===== config.mk =====
export PLATFORM = sky130hd
export DESIGN_NAME = dmem_burst_master
export DESIGN_NICKNAME = d
export VERILOG_FILES = /design/src/rtl/dmem_burst_master.sv
export SDC_FILE = /design/constraint.sdc
export NUM_CORES = 1
export LEC_CHECK = 0
export CAP_MARGIN = 20
export CORE_MARGIN = 8
export CORE_UTILIZATION = 49
export CTS_CLUSTER_DIAMETER = 30
export DETAILED_ROUTE_END_ITERATION = 12
export PLACE_DENSITY = 0.95
export SLEW_MARGIN = 20
export SYNTH_ARGS = -nofsm -noshare
export SYNTH_HDL_FRONTEND = slang
export SYNTH_SLANG_ARGS = --single-unit

===== constraint.sdc =====
create_clock -name mclk -period 7.2 [get_ports mclk]
set_input_delay 0.72 -clock mclk [delete_from_list [all_inputs] [get_ports mclk]]
set_output_delay 0.72 -clock mclk [all_outputs]
set_load 0.01 [all_outputs]

===== src/rtl/dmem_burst_master.sv =====
// Burst master: turns write/read burst commands into single-port RAM cycles, with a 2-entry read buffer.
// Optional byte-write mask port and latching enabled by macro DMEM_BURST_BE_EN.
module dmem_burst_master #(
    parameter int ADDR_MSB = 9
) (
    input  logic                mclk,
    input  logic                reset_n,
    input  logic                cmd_valid,
    output logic                cmd_ready,
    input  logic                cmd_write,
    input  logic [ADDR_MSB:0]   cmd_addr,
    input  logic [7:0]          cmd_len,
`ifdef DMEM_BURST_BE_EN
    input  logic [1:0]          cmd_be,
`endif
    input  logic                wdata_valid,
    output logic                wdata_ready,
    input  logic [15:0]         wdata,
    output logic                rdata_valid,
    input  logic                rdata_ready,
    output logic [15:0]         rdata,
    output logic                busy,
    output logic                done,
    output logic                ena,
    output logic [1:0]          wea,
    output logic [ADDR_MSB:0]   addra,
    output logic [15:0]         dina,
    input  logic [15:0]         douta
);

    typedef enum logic [1:0] {S_IDLE, S_WRITE, S_READ, S_FLUSH} state_t;

    state_t              r_state;
    state_t              w_next;
    logic                r_live;
    logic                r_wr;
    logic [ADDR_MSB:0]   r_addr;
    logic [7:0]          r_cnt;
    logic [15:0]         r_fifo [2];
    logic                r_wp;
    logic                r_rp;
    logic [1:0]          r_occ;
    logic                r_inflight;

    logic                w_accept;
    logic                w_wr_beat;
    logic                w_pop;
    logic                w_credit;
    logic                w_issue;
    logic                w_flush_ok;
    logic [1:0]          w_mask;
    logic [2:0]          w_slots;

`ifdef DMEM_BURST_BE_EN
    logic [1:0]          r_be;
    assign w_mask = r_be;
`else
    assign w_mask = 2'b11;
`endif

    assign w_accept   = (r_state == S_IDLE) && r_live && cmd_valid;
    assign w_wr_beat  = (r_state == S_WRITE) && wdata_valid;
    assign w_pop      = (r_occ != 2'd0) && rdata_ready;
    // A word popped this cycle frees its slot before the new read's data lands.
    assign w_slots    = {1'b0, r_occ} + {2'b00, r_inflight} - {2'b00, w_pop};
    assign w_credit   = (w_slots < 3'd2);
    assign w_issue    = (r_state == S_READ) && w_credit;
    assign w_flush_ok = r_wr || ((r_occ == 2'd0) && !r_inflight);

    assign rdata_valid = (r_occ != 2'd0);
    assign rdata       = r_fifo[r_rp];
    assign addra       = r_addr;
    assign busy        = (r_state != S_IDLE);

    always_comb begin
        w_next      = r_state;
        cmd_ready   = 1'b0;
        wdata_ready = 1'b0;
        ena         = 1'b0;
        wea         = 2'b00;
        dina        = 16'h0000;
        done        = 1'b0;
        case (r_state)
            S_IDLE: begin
                cmd_ready = r_live;
                if (r_live && cmd_valid) begin
                    w_next = cmd_write ? S_WRITE : S_READ;
                end
            end
            S_WRITE: begin
                wdata_ready = 1'b1;
                if (wdata_valid) begin
                    ena  = 1'b1;
                    wea  = w_mask;
                    dina = wdata;
                    if (r_cnt == 8'd0) begin
                        w_next = S_FLUSH;
                    end
                end
            end
            S_READ: begin
                ena = w_issue;
                if (w_issue && (r_cnt == 8'd0)) begin
                    w_next = S_FLUSH;
                end
            end
            S_FLUSH: begin
                if (w_flush_ok) begin
                    done   = 1'b1;
                    w_next = S_IDLE;
                end
            end
            default: w_next = S_IDLE;
        endcase
    end

    always_ff @(posedge mclk or negedge reset_n) begin
        if (!reset_n) begin
            r_state <= S_IDLE;
            r_live  <= 1'b0;
            r_wr    <= 1'b0;
            r_addr  <= '0;
            r_cnt   <= 8'd0;
`ifdef DMEM_BURST_BE_EN
            r_be    <= 2'b00;
`endif
        end else begin
            r_state <= w_next;
            r_live  <= 1'b1;
            if (w_accept) begin
                r_wr   <= cmd_write;
                r_addr <= cmd_addr;
                r_cnt  <= cmd_len;
`ifdef DMEM_BURST_BE_EN
                r_be   <= cmd_be;
`endif
            end else if (w_wr_beat || w_issue) begin
                r_addr <= r_addr + 1'b1;
                if (r_cnt != 8'd0) begin
                    r_cnt <= r_cnt - 8'd1;
                end
            end
        end
    end

    // RAM data is valid the cycle after a read enable, so capture follows r_inflight.
    always_ff @(posedge mclk or negedge reset_n) begin
        if (!reset_n) begin
            r_fifo[0]  <= 16'h0000;
            r_fifo[1]  <= 16'h0000;
            r_wp       <= 1'b0;
            r_rp       <= 1'b0;
            r_occ      <= 2'd0;
            r_inflight <= 1'b0;
        end else begin
            r_inflight <= w_issue;
            if (r_inflight) begin
                r_fifo[r_wp] <= douta;
                r_wp         <= ~r_wp;
            end
            if (w_pop) begin
                r_rp <= ~r_rp;
            end
            r_occ <= r_occ + {1'b0, r_inflight} - {1'b0, w_pop};
        end
    end

endmodule


Word-level counts from Yosys, hierarchy flattened
Index checks and enable logic that the tools add are counted.
{"block": "classes", "addsub": 6, "order_cmp": 4, "eq_ne": 8, "muxes": 28, "bitwise_logic": 4, "n_reduce_logical": 22}
{"operator": "2-to-1 mux 16 bit", "count": 6}
{"operator": "bitwise mux 32 bit", "count": 1}
{"operator": "2-to-1 mux 8 bit", "count": 3}
{"operator": "2-to-1 mux 10 bit", "count": 2}
{"operator": "demux 16 bit (select 1 bit)", "count": 1}
{"operator": "2-to-1 mux 2 bit", "count": 8}
{"operator": "adder 10 x 1 -> 10 bit (second input constant)", "count": 1}
{"operator": "logical AND 1 bit", "count": 9}
{"operator": "zero test 8 bit", "count": 1}
{"operator": "one-hot mux 2 bit (4 select lines)", "count": 1}
{"operator": "nonzero test 2 bit", "count": 4}
{"operator": "nonzero test 8 bit", "count": 1}
{"operator": "subtractor 8 x 1 -> 8 bit (second input constant)", "count": 1}
{"operator": "!= test 2 x 1 -> 1 bit (second input constant)", "count": 3}
{"operator": "2-to-1 mux 1 bit", "count": 5}
{"operator": "AND reduction 5 bit", "count": 1}
{"operator": "== test 2 bit (second input constant)", "count": 2}
{"operator": "greater-or-equal comparator 2 bit (second input constant)", "count": 2}
{"operator": "zero test 2 bit", "count": 2}
{"operator": "!= test 2 bit (second input constant)", "count": 2}
{"operator": "inverter 1 -> 2 bit", "count": 2}
{"operator": "adder 2 x 1 -> 3 bit", "count": 1}
{"operator": "< comparator 3 x 2 -> 1 bit (second input constant)", "count": 1}
{"operator": "subtractor 3 x 1 -> 3 bit", "count": 1}
{"operator": "other kinds (9)", "count": 11}
{"block": "totals", "register_bits": 59, "inputBits": 56, "out_inout_bits": 50}

Depth between registers and ports, before layout
Gate-level depths: netlist of the first run.
{"block": "depth", "ltp_word": 8, "depth_mapped": 13, "ltp_nobuf": 12}

Worst setup path after synthesis of the first run
Ideal clock, no wire load.
{"block": "synth_timing", "kind": "reg2out", "start": "register r_occ[1]", "end": "output port ena", "arrival_time_ns": 2.570, "required_time_ns": 6.480, "slack_ns": 3.910, "stages_incl_launch_ff": 12, "path_cell_list": "dfrtp_1 or2_2 and2_1 ha_1 inv_1 ha_1 inv_1 fa_1 xnor2_2 a31o_4 buf_6 and2_1"}
{"block": "synth_between", "elab_chain_cells": 6, "elab_cells_between_ends": 7, "cone_classes": "2 x add/sub; 1 x order compare; 1 x mux; 3 x reduce/logical"}
{"element": "start, declared", "line_no": "42", "text": "logic [1:0] r_occ;"}
{"element": "start signal, assigned", "line_no": "164", "text": "r_occ <= r_occ + {1'b0, r_inflight} - {1'b0, w_pop};"}
{"element": "nonzero test 2 bit"}
{"element": "named net rdata_valid", "line_no": "19", "text": "output logic rdata_valid,"}
{"element": "logical AND 1 bit", "line_no": "63", "text": "assign w_pop = (r_occ != 2'd0) && rdata_ready;"}
{"element": "named net w_pop", "line_no": "47", "text": "logic w_pop;"}
{"element": "subtractor 3 x 1 -> 3 bit", "line_no": "65", "text": "assign w_slots = {1'b0, r_occ} + {2'b00, r_inflight} - {2'b00, w_pop};"}
{"element": "< comparator 3 x 2 -> 1 bit", "line_no": "66", "text": "assign w_credit = (w_slots < 3'd2);"}
{"element": "logical AND 1 bit", "line_no": "67", "text": "assign w_issue = (r_state == S_READ) && w_credit;"}
{"element": "one-hot mux 1 bit (2 select lines)", "line_no": "83", "text": "case (r_state)"}
{"element": "end, declared", "line_no": "24", "text": "output logic ena,"}
The timed path passes the listed nets, and every way through them passes these cells.

Final worst setup path of the first run
{"block": "layout_timing", "start": "input port rdata_ready", "end": "output port ena"}
{"block": "layout_between", "elab_chain_cells": 5}
{"element": "start, declared", "line_no": "20", "text": "input logic rdata_ready,"}
{"element": "logical AND 1 bit", "line_no": "63"}
{"element": "named net w_pop", "line_no": "47"}
{"element": "subtractor 3 x 1 -> 3 bit", "line_no": "65"}
{"element": "< comparator 3 x 2 -> 1 bit", "line_no": "66"}
{"element": "logical AND 1 bit", "line_no": "67"}
{"element": "one-hot mux 1 bit (2 select lines)", "line_no": "83"}
The timed path passes the listed nets, and every way through them passes these cells.

==> results of run 1 <==
tightest hold or removal path, delay by kind of cell (launching register included):
family | cells | cell delay (ns)
flip-flops | 1 | 0.34
AND/OR/NAND/NOR | 2 | 0.12
layer usage:
metal / share of wire [%] / up-vias / routed length, µm / track usage (%)
met5: 0 / - / 0 / 0
met4: 1.4 / 0 / 106 / 7.80
met3: 8.8 / 8 / 657 / 6.30
met2: 51 / 72 / 3790 / 29.6
met1: 39 / 1116 / 2890 / 18.6
li1: - / 1156 / - / -
cell usage in the layout (no fill, tap or decap), types with 2 or more instances in the layout:
| cell | n |
|---|---|
| a21oi_1 | 4 |
| a31oi_1 | 2 |
| and2_1 | 3 |
| and3_1 | 19 |
| buf_4 | 3 |
| clkbuf_8 | 12 |
| clkdlybuf4s50_1 | 104 |
| clkinvlp_4 | 2 |
| dfrtp_1 | 59 |
| ha_1 | 9 |
| inv_1 | 11 |
| mux2_2 | 48 |
| mux2i_1 | 3 |
| nand2_1 | 23 |
| nand3_1 | 7 |
| nand4_1 | 3 |
| nor2_1 | 11 |
| nor3_1 | 5 |
| nor3_2 | 2 |
| o21ai_0 | 10 |
| o21ai_1 | 4 |
| xnor2_1 | 8 |
| xor2_1 | 9 |
flip-flops by register name, summed over array words and instances (netlist names):
signal	count
addra	10
r_cnt	8
r_fifo	32
r_inflight	1
r_live	1
r_occ	2
r_rp	1
r_state	2
r_wp	1
r_wr	1
kinds of logic after synthesis:
| logic type | Yosys count | share of synthesized area [%] |
|---|---|---|
| and+or+nand+nor | 83 | 15.2 |
| DFF | 59 | 47.9 |
| muxes | 51 | 18.5 |
| AOI/OAI and AO/OA | 25 | 5.08 |
| buffers and inverters | 23 | 3.49 |
| xor gates and xnor gates | 18 | 5.36 |
| adders and majority gates | 10 | 4.31 |
| other | 1 | 0.122 |
report_power, final:
part	internal, mW	switching [mW]	total [mW]
sequential	0.500	0.138	0.638
clock	0.188	0.129	0.317
combinational	0.556	0.402	0.958
total	1.24	0.669	1.91
final cells by class:
cell class | count | area share, %
well taps | 77 | 2.19
clock inverters | 3 | 1.03
inverters | 11 | 0.940
clock buffers | 13 | 3.85
multi-input cells | 188 | 34.0
repair buffers | 108 | 24.3
flip-flops and latches | 59 | 33.6
worst min-delay path by stage:
stage                     startpoint          to  cells after the start
final                           r_wr        r_wr                      2
after CTS                       r_wr        r_wr                      2
after global placement          r_wr        r_wr                      2
after floorplan              reset_n    addra[0]                      0
after detailed placement        r_wr        r_wr                      2
after global routing      r_fifo[29]  r_fifo[29]                      1
==> impl_summary.md, run 1 <==
CTS
The clock slew seen by the registers of the worst setup and hold paths is 0.06 ns. The H-tree was split into 3 levels. After clock tree synthesis, the setup repair step added 0 buffers. TritonCTS built the clock tree. The tree is rooted in a clkbuf_8. The maximum root-to-sink buffer count is 2.

The clock latency on the worst-skew pair is around 0.33 ns. The number of buffers inserted during clock tree synthesis is 9. In this run, post-CTS repair resized a total of 0 instances. After clock tree synthesis, the flow added hold-fix buffers numbering 0.

The total clock sinks is 59.

Place
Including well taps, the total number of placed cells is 443. Input and output buffers added on the ports amount to 105. The worst setup slack before clock tree synthesis is ~3.0 ns. The detailed placement HPWL is 5640 µm. Summing all placed instances gives a cell area of around 4200 µm².

Routability-driven placement finished with a final weighted congestion of around 0.8.

Yosys
The proportion of netlist area held by the largest area contributor is about 48%. The most numerous cell in the Yosys netlist is dfrtp_1. The library cell with the largest summed area after synthesis is dfrtp_1.

Synthesis produced a netlist with a net count of about 340. The synthesized instance count is 270. The number of warnings printed during yosys synthesis is 0. Ranked by total cell area, the synthesized netlist is headed by dfrtp_1 (48%), mux2_2 (18%), and3_1 (3.9%). Among all flip-flop cells after synthesis, the most frequent one is dfrtp_1.

The number of different library cells used by synthesis comes to 41. Yosys mapped a number of flops with a built-in enable equal to 0. Ranked by instance count, the synthesized netlist is headed by dfrtp_1 (59), mux2_2 (48), nand2_1 (23).

The synthesized area per cell is between 10 and 15 µm². In the synthesized netlist the async set-or-reset flop fraction comes to between 90% and 100%. Sequential elements use a little under half of the synthesized area. The total standard cell area after synthesis is 3080 µm².

The count of state elements after synthesis is between 50 and 60.

Setup path
The critical path runs through a total of 11 cells. The worst reg2reg path endpoint is r_cnt[4]. The most critical setup path has its endpoint at ena. Tracing the worst setup path back leads to its startpoint at rdata_ready. STA puts the critical path data required time at ~6.5 ns. Along the worst path, the maximum fanout reaches 11. For the worst flop-to-flop path, the logic depth is 12. Counting both buffers and inverters, the worst setup path holds a total of 4. For this run, the slowest stage of the critical path takes approximately 0.54 ns.

The worst setup path is launched from an input pin. The kind of cell with the highest combined delay on the critical path is buffers and inverters. Traced cell by cell, the critical path runs through clkdlybuf4s50_1, and2_1, ha_1, inv_1, ha_1, inv_1, fa_1, xnor2_2, a31o_4, and2_1, clkdlybuf4s50_1. STA puts the critical path data arrival time at about 3.5 ns. The kind of critical path is in2out. The worst setup path is captured at a primary output.

On the critical path, the stage with the largest delay is an instance of clkdlybuf4s50_1. The worst reg2reg path startpoint is r_occ[1]. The worst register-to-register path has a setup slack of 4.05 ns.

Cells and area
From synthesis to final layout, the design area changed by 42.6%. Summing all flip-flop and latch instances after layout gives ~1500 µm². In the final design database the tool counted 443 nets. The utilization after layout is slightly above 70%. The fraction of layout instances using a drive strength above 1 is 20.7%. The post-layout instance count excluding filler cells is 459. The multi-input combinational cells in the finished layout cover a total of 1500 µm².

The repair_antennas step left the layout with diodes totalling 0. The total non-filler cell area in the finished layout is roughly 4400 µm². Counting the fill cells in the layout gives between 400 and 500.

Drt
The number of optimization iterations in the first detailed-route pass is 4. The post-detailed-routing wire length is about 7400 µm. In this run the remaining antenna-violating nets after routing total 0. After detailed routing, the average wire length per cell comes to ~16 µm. After detailed routing, the number of vias per cell comes to just over 5.

The initial DRC count is 95. The final routed DRC violation total is 0. The routed layout has about 2,400 vias.

GRT
After global routing the overflow that remains totals 0. The number of global-route vias before repair is approximately 2,700. Entering global routing, the biggest net connects 60 pins. The number of antenna violations at the first check in global routing is 0.

The wire length of the first global-routing pass is ~12,000 µm. The total routing resource utilization after global routing is 17.2%.

Timing
Setup repair after global routing left no endpoint under its margin. The worst pin sits at a relative slew slack of roughly half. Setup violations remaining at the end of the flow were counted as 0. The slew at the pin closest to its max-slew limit is 0.755 ns. The number of pins exceeding their max-slew limit in the final report came to 0. Subtracting the final worst setup slack from the clock period gives 4.17 ns. Adding up every negative setup slack in the final design gives 0 ns. The achievable frequency is 240 MHz. The post-route clock skew is 0.00953 ns. The total count of hold-check failures in the final report was 0. The worst path uses around 58% of the clock period. Hold is met by 0.493 ns. After layout, the worst setup slack is around 3.0 ns.

Worst hold path
The class of the most critical hold timing path is reg2reg.

Die
The floorplan has 29 rows. The starting density of the core is between 40% and 50%. The y dimension of the die is approximately 95 µm. The core box area is between 6000 and 7000 µm². The die footprint is roughly 9100 µm². Pin placement for this block handled about 110 I/O pins.

The die boundary width is around 95 µm.

Power and ir drop
After layout, the design draws a total of around 1.9 mW. Across the VDD grid, the largest voltage drop is about 0.00024 V. The leakage component of the power is roughly 1.9 nW. In this run the power density over the cells is 436 nW/µm².

Run status
The run finished with clean final reports.

Flow run
Max-cap violations in this run came to 0.
Power figures use the tool's default switching activity.
==> run 2, diff against run 1 <==
--- a/config.mk
+++ b/config.mk
@@ -7,10 +7,10 @@
 export LEC_CHECK = 0
 export CAP_MARGIN = 20
 export CORE_MARGIN = 8
-export CORE_UTILIZATION = 49
+export CORE_UTILIZATION = 46
 export CTS_CLUSTER_DIAMETER = 30
 export DETAILED_ROUTE_END_ITERATION = 12
-export PLACE_DENSITY = 0.95
+export PLACE_DENSITY = 0.91
 export SLEW_MARGIN = 20
 export SYNTH_ARGS = -nofsm -noshare
 export SYNTH_HDL_FRONTEND = slang
==> constraint.sdc (replaced) <==
create_clock -name mclk -period 4.15 [get_ports mclk]
set_input_delay 0.415 -clock mclk [delete_from_list [all_inputs] [get_ports mclk]]
set_output_delay 0.415 -clock mclk [all_outputs]
set_load 0.01 [all_outputs]
==> impl_summary.md, run 2 (same netlist as run 1, synthesis figures left out) <==
Setup path
The largest fanout on the critical path was 11 (unchanged). STA classifies the critical path endpoint as a primary output. The standard cell with the maximum stage delay on the critical path is clkdlybuf4s50_1. The worst register-to-register path begins at r_occ[1].

Traced cell by cell, the critical path runs through or2_2, and2_1, ha_1, inv_1, ha_1, inv_1, fa_1, xnor2_2, a31o_4, and2_1, clkdlybuf4s50_1. In this run the worst setup path terminates at ena. The data arrival time of the worst path was 3.41 ns (-0.04 ns). The timing startpoint of the critical path is r_occ[1]. The worst setup slack for register-to-register paths is 1.02 ns (-3.03 ns). The worst register-to-register path ends at r_cnt[4].

The highest cell delay on the worst timing path is 0.54 ns (about the same). By startpoint and endpoint, the worst setup path is classified as reg2out. The depth of the worst register-to-register path is 12 (unchanged). The worst path required time is 3.73 ns (-2.75 ns). The startpoint type of the worst setup path is a register.

CTS
TritonCTS built the clock tree. The maximum root-to-sink buffer count is 2 (unchanged). The total number of H-tree levels was 3 (unchanged).

The total clock sinks came to 59 (unchanged). The clock slew seen by the registers of the worst setup and hold paths is 0.07 ns (about the same). The post-CTS setup-driven buffer insertion count was 0 (unchanged). The post-cts hold buffer count is 0 (unchanged). The number of buffers inserted during clock tree synthesis is 9 (unchanged).

The tree is rooted in a clkbuf_8. The number of gates given a new drive strength after cts is 0 (unchanged). The clock latency on the worst-skew pair is 0.33 ns (about the same).

Cells and area
The area taken by flip-flops and latches is 1480 µm² (unchanged). Compared with the post-synthesis result, the final layout area differs by 42.1%. The most flop-heavy register is r_fifo. The number of flip-flops under the largest register name was 32 (unchanged). The final layout net count came to 444 (+0.23%). The fraction of layout instances using a drive strength above 1 is 21.1% (+0.47 points). The most common cell after layout, fill and taps aside is clkdlybuf4s50_1. The area of the multi-input gates is 1500 µm² (unchanged). The count of filler cells inserted in the layout is 531 (+17%). The antenna cell count was 0 (unchanged).

The post-layout instance count excluding filler cells is 463 (+0.87%). The top cell types in the final layout, fill and taps aside, are clkdlybuf4s50_1 (104), dfrtp_1 (59), mux2_2 (48), nand2_1 (23), and3_1 (19).

Drt
The initial DRC count is 64 (-33%). The total length of routed met2 wires came to 3880 µm (+2.5%). The met1 wire length is 3090 µm (+6.8%). The amount of wire on met3 after detailed routing came to 596 µm (-9.3%). The via density per instance was 5.17 (+0.91%). The final routed DRC violation total is 0 (unchanged). The number of optimization iterations in the first detailed-route pass was 4 (unchanged). The post-detailed-routing wire length is 7740 µm (+4.0%).

The uppermost signal routing layer after detailed routing is met4. The per-cell routed wire length came to 16.7 µm (+3.1%). The total number of vias is 2,394 (+1.8%).

The count of nets left with antenna violations after detail routing is 0 (unchanged).

GRT
The wire length of the first global-routing pass is 12,900 µm (+5.5%). The number of global-route vias before repair came to 2,718 (+2.5%). The total routing resource utilization after global routing came to 16.6% (-0.65 points). The pin count of the biggest net entering global routing was 60 (unchanged). The remaining global-route overflow was 0 (unchanged). The number of antenna violations at the first check in global routing was 0 (unchanged).

Power and ir drop
The internal power is 2.08 mW (+67%). The net switching power is 1.18 mW (+76%). The part of the total power dissipated in the clock network is 14.7% (-1.9 points). The net switching share of the total power came to 36.1% (+1.2 points). The portion of total power attributed to combinational logic was 51.2% (+1.1 points). The leakage component of the power came to 1.86 nW (-0.49%).

The maximum ir drop on the vdd rail is 0.000328 V (+38%). The part of the total power dissipated in sequential elements is 34.1% (+0.8 points). The power per cell area is 745 nW/µm² (+71%).

Die
The core box area is 6640 µm² (+7.1%). The y dimension of the die is 97.8 µm (+2.7%). The starting density of the core is 46.3% (-3.3 points). The number of I/O pins is 106 (unchanged). The die footprint is 9570 µm² (+5.4%). The floorplan row count is 30 (+3.4%). The die boundary width is 97.8 µm (+2.7%).

Place
The total placed cells including tap cells is 447 (+0.90%). The count of buffers from port buffering was 105 (unchanged). The detailed placement HPWL is 5950 µm (+5.4%).

The weighted congestion at the end of routability-driven global placement is 0.780 (-4.9%).

Worst hold path
The worst hold path belongs to the class in2async.

Timing
The total count of hold-check failures in the final report is 0 (unchanged). The sum of negative setup slack is 0 ns (unchanged). The final number of setup-violating endpoints is 0 (unchanged). The share of the cycle needed by the critical path after routing is between 90% and 100%. The achievable frequency is 261 MHz. The slew at the pin closest to its max-slew limit is 0.791 ns (+0.0367 ns). The number of pins exceeding their max-slew limit in the final report is 0 (unchanged). Setup repair after global routing left no endpoint under its margin. The post-route clock skew is 0.0122 ns (+0.00269 ns).

The relative max-transition margin is 47.2% (-2.4 points). The final critical path time including I/O delays and setup is between 3 and 4 ns.

Flow run
The count of maximum capacitance violations came to 0 (unchanged).

Run status
The flow ran to the end, and the final reports show no timing, DRC or antenna violations.
[run 2: cell types whose count changed in the layout (fill, tap and decap cells not counted), sizes merged]
cell / previous run / this run
clkinvlp: 2 / 3
clkbuf: 13 / 11
bufinv: 1 / 0
clkinv: 0 / 1
buf: 4 / 5
inv: 11 / 12
[run 2: area by class of cell]
class	count	area share [%]
Clock inverter	5	0.829
Multi-Input combinational cell	188	34.2
Sequential cell	59	33.7
Inverter	11	0.943
Timing Repair Buffer	109	24.6
Tap cell	80	2.29
Clock buffer	11	3.46
[run 2: worst min path at each step]
stage / to / cells after the start
6_report: r_fifo[16] / 2
5_1_grt: addra[9] / 2
2_1_floorplan: addra[0] / 0
3_3_place_gp: r_wr / 2
4_1_cts: r_fifo[16] / 2
3_5_place_dp: r_wr / 2
[run 2: power groups by stage]
stage	Clock, mW	Combinational, mW	Sequential (mW)
floorplan	0	1.05	1.05
global placement	0	1.63	1.09
detailed placement	0	1.69	1.12
CTS	0.493	1.70	1.11
global route	0.520	1.82	1.16
finish	0.478	1.67	1.11
[run 2: worst max-delay path, delay by kind of cell (launching register included)]
family | cells | cell delay [ns]
AO/OA/AOI/OAI | 1 | 0.29
XOR/XNOR | 1 | 0.25
adder cells (fa/ha/maj) | 3 | 0.80
buffers and inverters | 3 | 0.65
flip-flops | 1 | 0.44
AND/OR/NAND/NOR | 3 | 0.66
[run 2: through the flow]
stage / hold slack, ns / util, % / cell area [µm²] / worst slack (ns) / power (mW)
after detailed placement: 0.473 / 63.1 / 4190 / 0.571 / 2.81
after global routing: 0.292 / 65.9 / 4380 / 0.108 / 3.50
after CTS: 0.249 / 65.9 / 4380 / 0.284 / 3.31
after floorplan: 0.119 / - / 3080 / 1.17 / 2.10
after global placement: 0.464 / 63.1 / 4190 / 0.597 / 2.72
final: 0.232 / 65.9 / 4380 / 0.323 / 3.26
[run 2: per-layer routing]
metal  global-route usage (%)  vias to the layer above
li1                         -                     1150
met1                     18.1                     1153
met2                     28.3                       80
met3                     6.12                       11
met4                     7.31                        0
met5                        0                        -
